<file path="config.mk">
export PLATFORM = sky130hd
export DESIGN_NAME = serial_in_flat
export DESIGN_NICKNAME = d
export VERILOG_FILES = /design/src/rtl/serial_in_if.sv /design/src/rtl/serial_in.sv /design/src/flat_wrapper.sv
export SDC_FILE = /design/constraint.sdc
export NUM_CORES = 1
export LEC_CHECK = 0
export CAP_MARGIN = 5
export CORE_ASPECT_RATIO = 1.25
export CORE_UTILIZATION = 39
export DETAILED_ROUTE_END_ITERATION = 8
export GPL_TIMING_DRIVEN = 0
export PLACE_DENSITY = 0.64
export SYNTH_ARGS = -nofsm -noshare
export SYNTH_HDL_FRONTEND = slang
export SYNTH_SLANG_ARGS = --single-unit
</file>
<file path="constraint.sdc">
create_clock -name clk -period 3.23 [get_ports clk]
set_clock_uncertainty 0.15 [all_clocks]
set_input_delay 0.323 -clock clk [delete_from_list [all_inputs] [get_ports clk]]
set_output_delay 0.323 -clock clk [all_outputs]
set_load 0.02 [all_outputs]
</file>
<file path="src/rtl/serial_in_if.sv">
// Bus bundle between the serial_in read master and its host: frame control,
// the SPI pins and the word write port (checksum only with SERIAL_IN_CHECKSUM_EN).
interface serial_in_if #(
  parameter int ADDR_W = 16
);
  logic              start;
  logic              miso;
  logic              sclk;
  logic              wr_en;
  logic [ADDR_W-1:0] wr_addr;
  logic [15:0]       wr_data;
  logic              busy;
  logic              done;
`ifdef SERIAL_IN_CHECKSUM_EN
  logic [15:0]       checksum;
`endif

  modport master (
    input  start,
    input  miso,
    output sclk,
    output wr_en,
    output wr_addr,
    output wr_data,
    output busy,
`ifdef SERIAL_IN_CHECKSUM_EN
    output checksum,
`endif
    output done
  );

  modport slave (
    output start,
    output miso,
    input  sclk,
    input  wr_en,
    input  wr_addr,
    input  wr_data,
    input  busy,
`ifdef SERIAL_IN_CHECKSUM_EN
    input  checksum,
`endif
    input  done
  );
endinterface

</file>
<file path="src/rtl/serial_in.sv">
// SPI-style read master: clocks N_WORDS 16-bit words MSB-first out of a sender
// and writes them to a buffer. Define SERIAL_IN_CHECKSUM_EN for a running word sum.
module serial_in #(
  parameter int HALF_PERIOD = 8,
  parameter int N_WORDS     = 1024,
  parameter int ADDR_W      = 16
) (
  input  logic          clk,
  input  logic          rst,
  serial_in_if.master   bus
);

  localparam int               WC_W      = (N_WORDS > 1) ? $clog2(N_WORDS) : 1;
  localparam logic [7:0]       HALF_LAST = 8'(HALF_PERIOD - 1);
  localparam logic [WC_W-1:0]  WORD_LAST = WC_W'(N_WORDS - 1);

  localparam logic [1:0] S_IDLE = 2'd0;
  localparam logic [1:0] S_HIGH = 2'd1;
  localparam logic [1:0] S_LOW  = 2'd2;

  // The sample point needs 3 sender cycles plus 2 synchronizer cycles inside HIGH.
  generate
    if (HALF_PERIOD < 6 || HALF_PERIOD > 255) begin : g_bad_half_period
      $error("serial_in: HALF_PERIOD must be in 6..255");
    end
    if (N_WORDS < 1 || N_WORDS > 65536) begin : g_bad_n_words
      $error("serial_in: N_WORDS must be in 1..65536");
    end
  endgenerate

  logic [1:0]      state;
  logic [7:0]      half_cnt;
  logic [3:0]      bit_cnt;
  logic [WC_W-1:0] word_cnt;
  logic [15:0]     shift;
  logic            miso_meta;
  logic            miso_s;

  // NOTE: sequential state uses non-blocking assignments so every register
  // samples the pre-edge values and the two flops form a real 2-stage chain.
  always_ff @(posedge clk) begin
    if (rst) begin
      miso_meta <= 1'b0;
      miso_s    <= 1'b0;
    end else begin
      miso_meta <= bus.miso;
      miso_s    <= miso_meta;
    end
  end

  always_ff @(posedge clk) begin
    if (rst) begin
      state       <= S_IDLE;
      half_cnt    <= '0;
      bit_cnt     <= '0;
      word_cnt    <= '0;
      shift       <= '0;
      bus.sclk    <= 1'b0;
      bus.wr_en   <= 1'b0;
      bus.wr_addr <= '0;
      bus.wr_data <= '0;
      bus.busy    <= 1'b0;
      bus.done    <= 1'b0;
`ifdef SERIAL_IN_CHECKSUM_EN
      bus.checksum <= '0;
`endif
    end else begin
      bus.wr_en <= 1'b0;
      bus.done  <= 1'b0;
      case (state)
        S_IDLE: begin
          // The done cycle is already IDLE; a start coinciding with it is dropped.
          if (bus.start && !bus.done) begin
            bit_cnt  <= 4'd15;
            word_cnt <= '0;
            half_cnt <= '0;
            bus.busy <= 1'b1;
            bus.sclk <= 1'b1;
            state    <= S_HIGH;
`ifdef SERIAL_IN_CHECKSUM_EN
            bus.checksum <= '0;
`endif
          end
        end

        S_HIGH: begin
          if (half_cnt == HALF_LAST) begin
            shift[bit_cnt] <= miso_s;
            half_cnt       <= '0;
            bus.sclk       <= 1'b0;
            state          <= S_LOW;
          end else begin
            half_cnt <= half_cnt + 8'd1;
          end
        end

        S_LOW: begin
          if (half_cnt == HALF_LAST) begin
            half_cnt <= '0;
            if (bit_cnt != 4'd0) begin
              bit_cnt  <= bit_cnt - 4'd1;
              bus.sclk <= 1'b1;
              state    <= S_HIGH;
            end else begin
              bus.wr_en   <= 1'b1;
              bus.wr_data <= shift;
              bus.wr_addr <= ADDR_W'(word_cnt);
`ifdef SERIAL_IN_CHECKSUM_EN
              bus.checksum <= bus.checksum + shift;
`endif
              word_cnt <= word_cnt + 1'b1;
              bit_cnt  <= 4'd15;
              if (word_cnt == WORD_LAST) begin
                bus.done <= 1'b1;
                bus.busy <= 1'b0;
                state    <= S_IDLE;
              end else begin
                bus.sclk <= 1'b1;
                state    <= S_HIGH;
              end
            end
          end else begin
            half_cnt <= half_cnt + 8'd1;
          end
        end

        default: begin
          bus.sclk <= 1'b0;
          bus.busy <= 1'b0;
          state    <= S_IDLE;
        end
      endcase
    end
  end

endmodule

</file>
<file path="src/flat_wrapper.sv">
// flat-port wrapper written by rule: the top's interface ports become plain ports
module serial_in_flat 
#(
  parameter int HALF_PERIOD = 8,
  parameter int N_WORDS     = 1024,
  parameter int ADDR_W      = 16
)
  (clk, rst, bus_start, bus_miso, bus_sclk, bus_wr_en, bus_wr_addr, bus_wr_data, bus_busy, bus_done);
  serial_in_if #(.ADDR_W(ADDR_W)) bus_i ();
  input  logic clk;
  input  logic rst;
  input wire logic [$bits(bus_i.start)-1:0] bus_start;
  input wire logic [$bits(bus_i.miso)-1:0] bus_miso;
  output wire logic [$bits(bus_i.sclk)-1:0] bus_sclk;
  output wire logic [$bits(bus_i.wr_en)-1:0] bus_wr_en;
  output wire logic [$bits(bus_i.wr_addr)-1:0] bus_wr_addr;
  output wire logic [$bits(bus_i.wr_data)-1:0] bus_wr_data;
  output wire logic [$bits(bus_i.busy)-1:0] bus_busy;
  output wire logic [$bits(bus_i.done)-1:0] bus_done;
  assign bus_i.start = bus_start;
  assign bus_i.miso = bus_miso;
  assign bus_sclk = bus_i.sclk;
  assign bus_wr_en = bus_i.wr_en;
  assign bus_wr_addr = bus_i.wr_addr;
  assign bus_wr_data = bus_i.wr_data;
  assign bus_busy = bus_i.busy;
  assign bus_done = bus_i.done;
  serial_in #(.HALF_PERIOD(HALF_PERIOD), .N_WORDS(N_WORDS), .ADDR_W(ADDR_W)) u_core (.clk(clk), .rst(rst), .bus(bus_i));
endmodule
</file>
# --- Word-level counts from Yosys, hierarchy flattened ---
# Cells that the tools add are included.
op_classes:
  n_addsub: 3
  magnitude_cmp: 2
  n_eq_ne: 10
  n_mux: 32
  bitwise_logic: 4
  reduce_logical: 18
op_table:
  columns: ["op", "count"]
  rows:
  - ["two-way mux 10 bit", 3]
  - ["one-hot mux 10 bit (2 select lines)", 1]
  - ["bitwise mux 16 bit", 1]
  - ["two-way mux 8 bit", 2]
  - ["one-hot mux 8 bit (2 select lines)", 1]
  - ["two-way mux 1 bit", 12]
  - ["two-way mux 4 bit", 3]
  - ["adder 10 x 1 -> 10 bit (second input constant)", 1]
  - ["== test 10 bit (second input constant)", 1]
  - ["AND reduction 3 bit", 3]
  - ["adder 8 x 1 -> 8 bit (second input constant)", 1]
  - ["== test 8 x 3 -> 1 bit (second input constant)", 1]
  - ["two-way mux 2 bit", 4]
  - ["!= test 2 x 1 -> 1 bit (second input constant)", 4]
  - ["one-hot mux 4 bit (2 select lines)", 1]
  - ["AND reduction 4 bit", 2]
  - ["one-hot mux 1 bit (3 select lines)", 2]
  - ["one-hot mux 2 bit (3 select lines)", 1]
  - ["< comparator 4 x 5 -> 1 bit (second input constant)", 1]
  - ["AND reduction 5 bit", 1]
  - ["demux 1 bit (select 4 bit)", 1]
  - [">= comparator 4 x 1 -> 1 bit (second input constant)", 1]
  - ["inverter 1 bit", 4]
  - ["AND reduction 2 bit", 2]
  - ["other kinds (13)", 15]
totals:
  reg_bits: 72
  output_inout_bits: 36
  wordCells: 82

# --- Depth between registers and ports, before layout ---
depth:
  depth_word: 5
  depth_mapped: 8
  depth_no_buf: 6

# --- Least setup slack after synthesis ---
# OpenSTA, ideal clock, no wires.
synth_path:
  path_kind: "register -> register"
  start: "register u_core.bit_cnt[0]"
  end: "register u_core.word_cnt[9]"
  arrival_time_ns: 1.775
  required_time_ns: 2.944
  setup_slack_ns: 1.170
  stages_incl_launch_ff: 8
  period_less_slack_ns: 2.060
  cell_sequence: "dfxtp_1 inv_1 ha_1 nor4bb_1 nand3_1 clkbuf_1 o211ai_1 a31oi_1"
synth_between:
  elab_chain_cells: 3
synth_rtl:
  columns: ["element", "line", "text"]
  rows:
  - ["start: declaration", "serial_in.sv:33", "logic [3:0] bit_cnt;"]
  - ["start signal: assignment", "serial_in.sv:101", "bit_cnt <= bit_cnt - 4'd1;"]
  - ["nonzero test 4 bit", "serial_in.sv:100", "if (bit_cnt != 4'd0) begin"]
  - ["!= test 2 bit (no source line)", null, null]
  - ["AND reduction 4 bit (no source line)", null, null]
  - ["end signal: assignment", "serial_in.sv:111", "word_cnt <= word_cnt + 1'b1;"]
  - ["end: declaration", "serial_in.sv:34", "logic [WC_W-1:0] word_cnt;"]
# Every way passes these cells.
# A chain may end at the register's enable or synchronous reset.

# --- Worst setup path after layout ---
layout_path:
  start: "register u_core.bit_cnt[0]"
  end: "register u_core.word_cnt[4]"
# Same word-level chain as after synthesis.

==> reports/results.ini <==
[outcome]
outcome = complete, but fails checks
violations = DRC

[clock_tree]
cts_num_sinks = 72
ctsHoldBuffers = 0
cts_tree = done
cts_max_path_buffers = 2
clkLatencyLatePin_ps = 350
root_buffer = clkbuf_8
cts_resized = 0
numCtsBuffers = 9
cts.clk_slew.worst_paths_ps = 80
h-tree-depth = 3
cts_setup_buffers = 0

[setup_path]
r2r_end = u_core.word_cnt[4]
critPathMaxStageDelay_ps = 500
crit_path_max_fanout = 10
rr_startpoint = u_core.bit_cnt[0]
critical-path-top-delay-family = simple AND/OR/NAND/NOR gates
cp_cell_sequence = inv_1 > ha_1 > nor4bb_1 > nand3_1 > clkbuf_1 > o211ai_1 > a31oi_1
cp_num_buf_inv = 2
critPathKind = flip-flop to flip-flop
crit_path_start = u_core.bit_cnt[0]
crit_slowest_cell = nor4bb_1
critical_path_required_ps = 3300
r2r_slack_ps = 590
critPathLaunchType = flip-flop
r2r_cells = 7
critPathCaptureType = flip-flop
critPathArrivalTime_ps = 2710

[synth]
synthTopCellsByCount = nand2_1 (87), dfxtp_1 (72), a21oi_1 (36)
netlist_instances = 388
synth_area_leaders = dfxtp_1 (44%), nand2_1 (9.9%), a21oi_1 (5.4%), mux2i_1 (5.1%), ha_1 (4.2%)
ys_seq_area_frac = 0.435
synth_top_area_share = 0.435
yosysUniqueCellTypes = 52
netlist_area_sq_um = 3310
synth_most_common_cell = nand2_1
syn_avg_cell_area_sq_um = 8.54
ys_ff_latch = 72
synth-main-ff-cell = dfxtp_1
ys_async_sr_fraction = 0
synth-edff-count = 0
synth_warnings = 0
yosys.area.top_type = dfxtp_1

[detailed_routing]
routed.top_layer = met4
drt-initial-drc-count = 207
wire_per_inst_um = 14.3
wl_um = 7710
route.met3.wl_um = 399
ant_nets = 0
met1_length_um = 3710
dr.pass1.iters = 6
met2_wirelength_um = 3450
num_vias = 2903
drc = 2
via_per_inst = 5.40

[flow_run]
cap_violations = 0

[die]
fp-row-count = 37
fp.dieH_um = 105
core_sq_um = 8240
die-area_sq_um = 8870
die_x_um = 84.4
initial_utilization = 0.402
ioPinCount = 40

[min_path]
whs_path_depth = 1
min_from = u_core.miso_meta
hold_class = flip-flop to flip-flop
min_to = u_core.miso_s

[sta]
rsz0062_at_grt = false
fin_setup_tns_ps = 0
fmax_mhz = 378
period_needed_ps = 2640
hold_viol = 0
slew_viol_final = 0
timing.final.ws_setup_ps = 585
finalSetupViolCount = 0
slew_headroom = 0.517
tightest_slew_ps = 718
fin_crit_sh = 0.819

[pwr]
p_per_area_nw_per_um2 = 487
power_mw = 1.92
power_leakage_nw = 1.40
peakVddDrop_uv = 214

[layout]
multi_input_area_sq_um = 1720
antenna_cells = 0
fill_cells = 819
stdcell_area_sq_um = 3960
drive_gt1_frac = 0.0816
area_growth_pct = 19.4
finalNetCount = 452
regArea_sq_um = 1440

[placement]
hpwl_um = 5500
place_area_sq_um = 3780
gp_congestion = 0.886
dp_slack_ps = 547
portBuffers = 33

[global_route]
grt_pass1_vias = 2690
grt_overflow = 0
grtUsageTotal = 0.183
grt_max_degree = 13
antenna_found_initial = 0
grt_pass1_wl_um = 12900

[stage by stage]
stage          std cells  utilization  hold WS, ps
2_1_floorplan        393            -          253
6_report             538        0.480          290
3_5_place_dp         523        0.459          276
4_1_cts              538        0.480          294
5_1_grt              538        0.480          317
3_3_place_gp         523        0.459          268
[per-layer routing]
metal	GRT usage	up-vias
li1	-	1480
met4	0.0763	0
met3	0.0466	12
met2	0.289	68
met1	0.237	1343
met5	0	-
[worst max-delay path by stage]
stage                              end  slack [ps]  depth (start not counted)
floorplan           u_core.word_cnt[9]        1170                          7
global route        u_core.word_cnt[9]         410                          7
finish              u_core.word_cnt[4]         590                          7
CTS                 u_core.word_cnt[9]         610                          7
global placement    u_core.half_cnt[4]         490                          6
detailed placement  u_core.half_cnt[4]         550                          6
[layout by cell type (no fill, tap or decap), types with 5 or more instances in the layout]
cell type / instances
a311oi_1: 6
buf_2: 5
nor3_1: 5
a31oi_1: 7
nor2b_1: 5
nand4_1: 20
nand2_1: 87
nor2_1: 8
nand3_1: 9
inv_1: 11
buf_4: 6
ha_1: 11
clkbuf_8: 10
clkdlybuf4s50_1: 33
dfxtp_1: 72
o211ai_1: 5
conb_1: 6
a21oi_1: 36
clkbuf_1: 17
mux2i_1: 17
[sequential cells by signal (all words and copies together), names as in the netlist]
name	flops
u_core.shift	16
u_core.bus.wr_addr	10
u_core.bus.wr_en	1
u_core.bus.busy	1
u_core.miso_meta	1
u_core.bus.done	1
u_core.bit_cnt	4
u_core.half_cnt	8
u_core.word_cnt	10
u_core.miso_s	1
u_core.bus.wr_data	16
u_core.bus.sclk	1
u_core.state	2
[kinds of logic after synthesis]
family / after synthesis / share of synthesized area
AO/OA/AOI/OAI: 85 / 0.174
XOR/XNOR: 3 / 0.00793
multiplexers: 17 / 0.0514
other: 1 / 0.00113
adder cells (fa/ha/maj): 11 / 0.0415
AND/OR/NAND/NOR: 160 / 0.236
flip-flops: 72 / 0.435
buffers and inverters: 39 / 0.0529
[power breakdown]
group          switching, mW  internal, mW  total [mW]
Sequential            0.0366         0.920       0.956
Clock                  0.339         0.293       0.633
Combinational          0.220         0.115       0.335
[final cells by class]
class	count	area share
plain buffers	28	0.0338
well taps	97	0.0307
repair buffers	33	0.0835
clock buffers	10	0.0348
inverters	11	0.0104
flip-flops and latches	72	0.364
clock inverters	5	0.00854
multi-input cells	282	0.434
(Power assumes the default switching activity.)
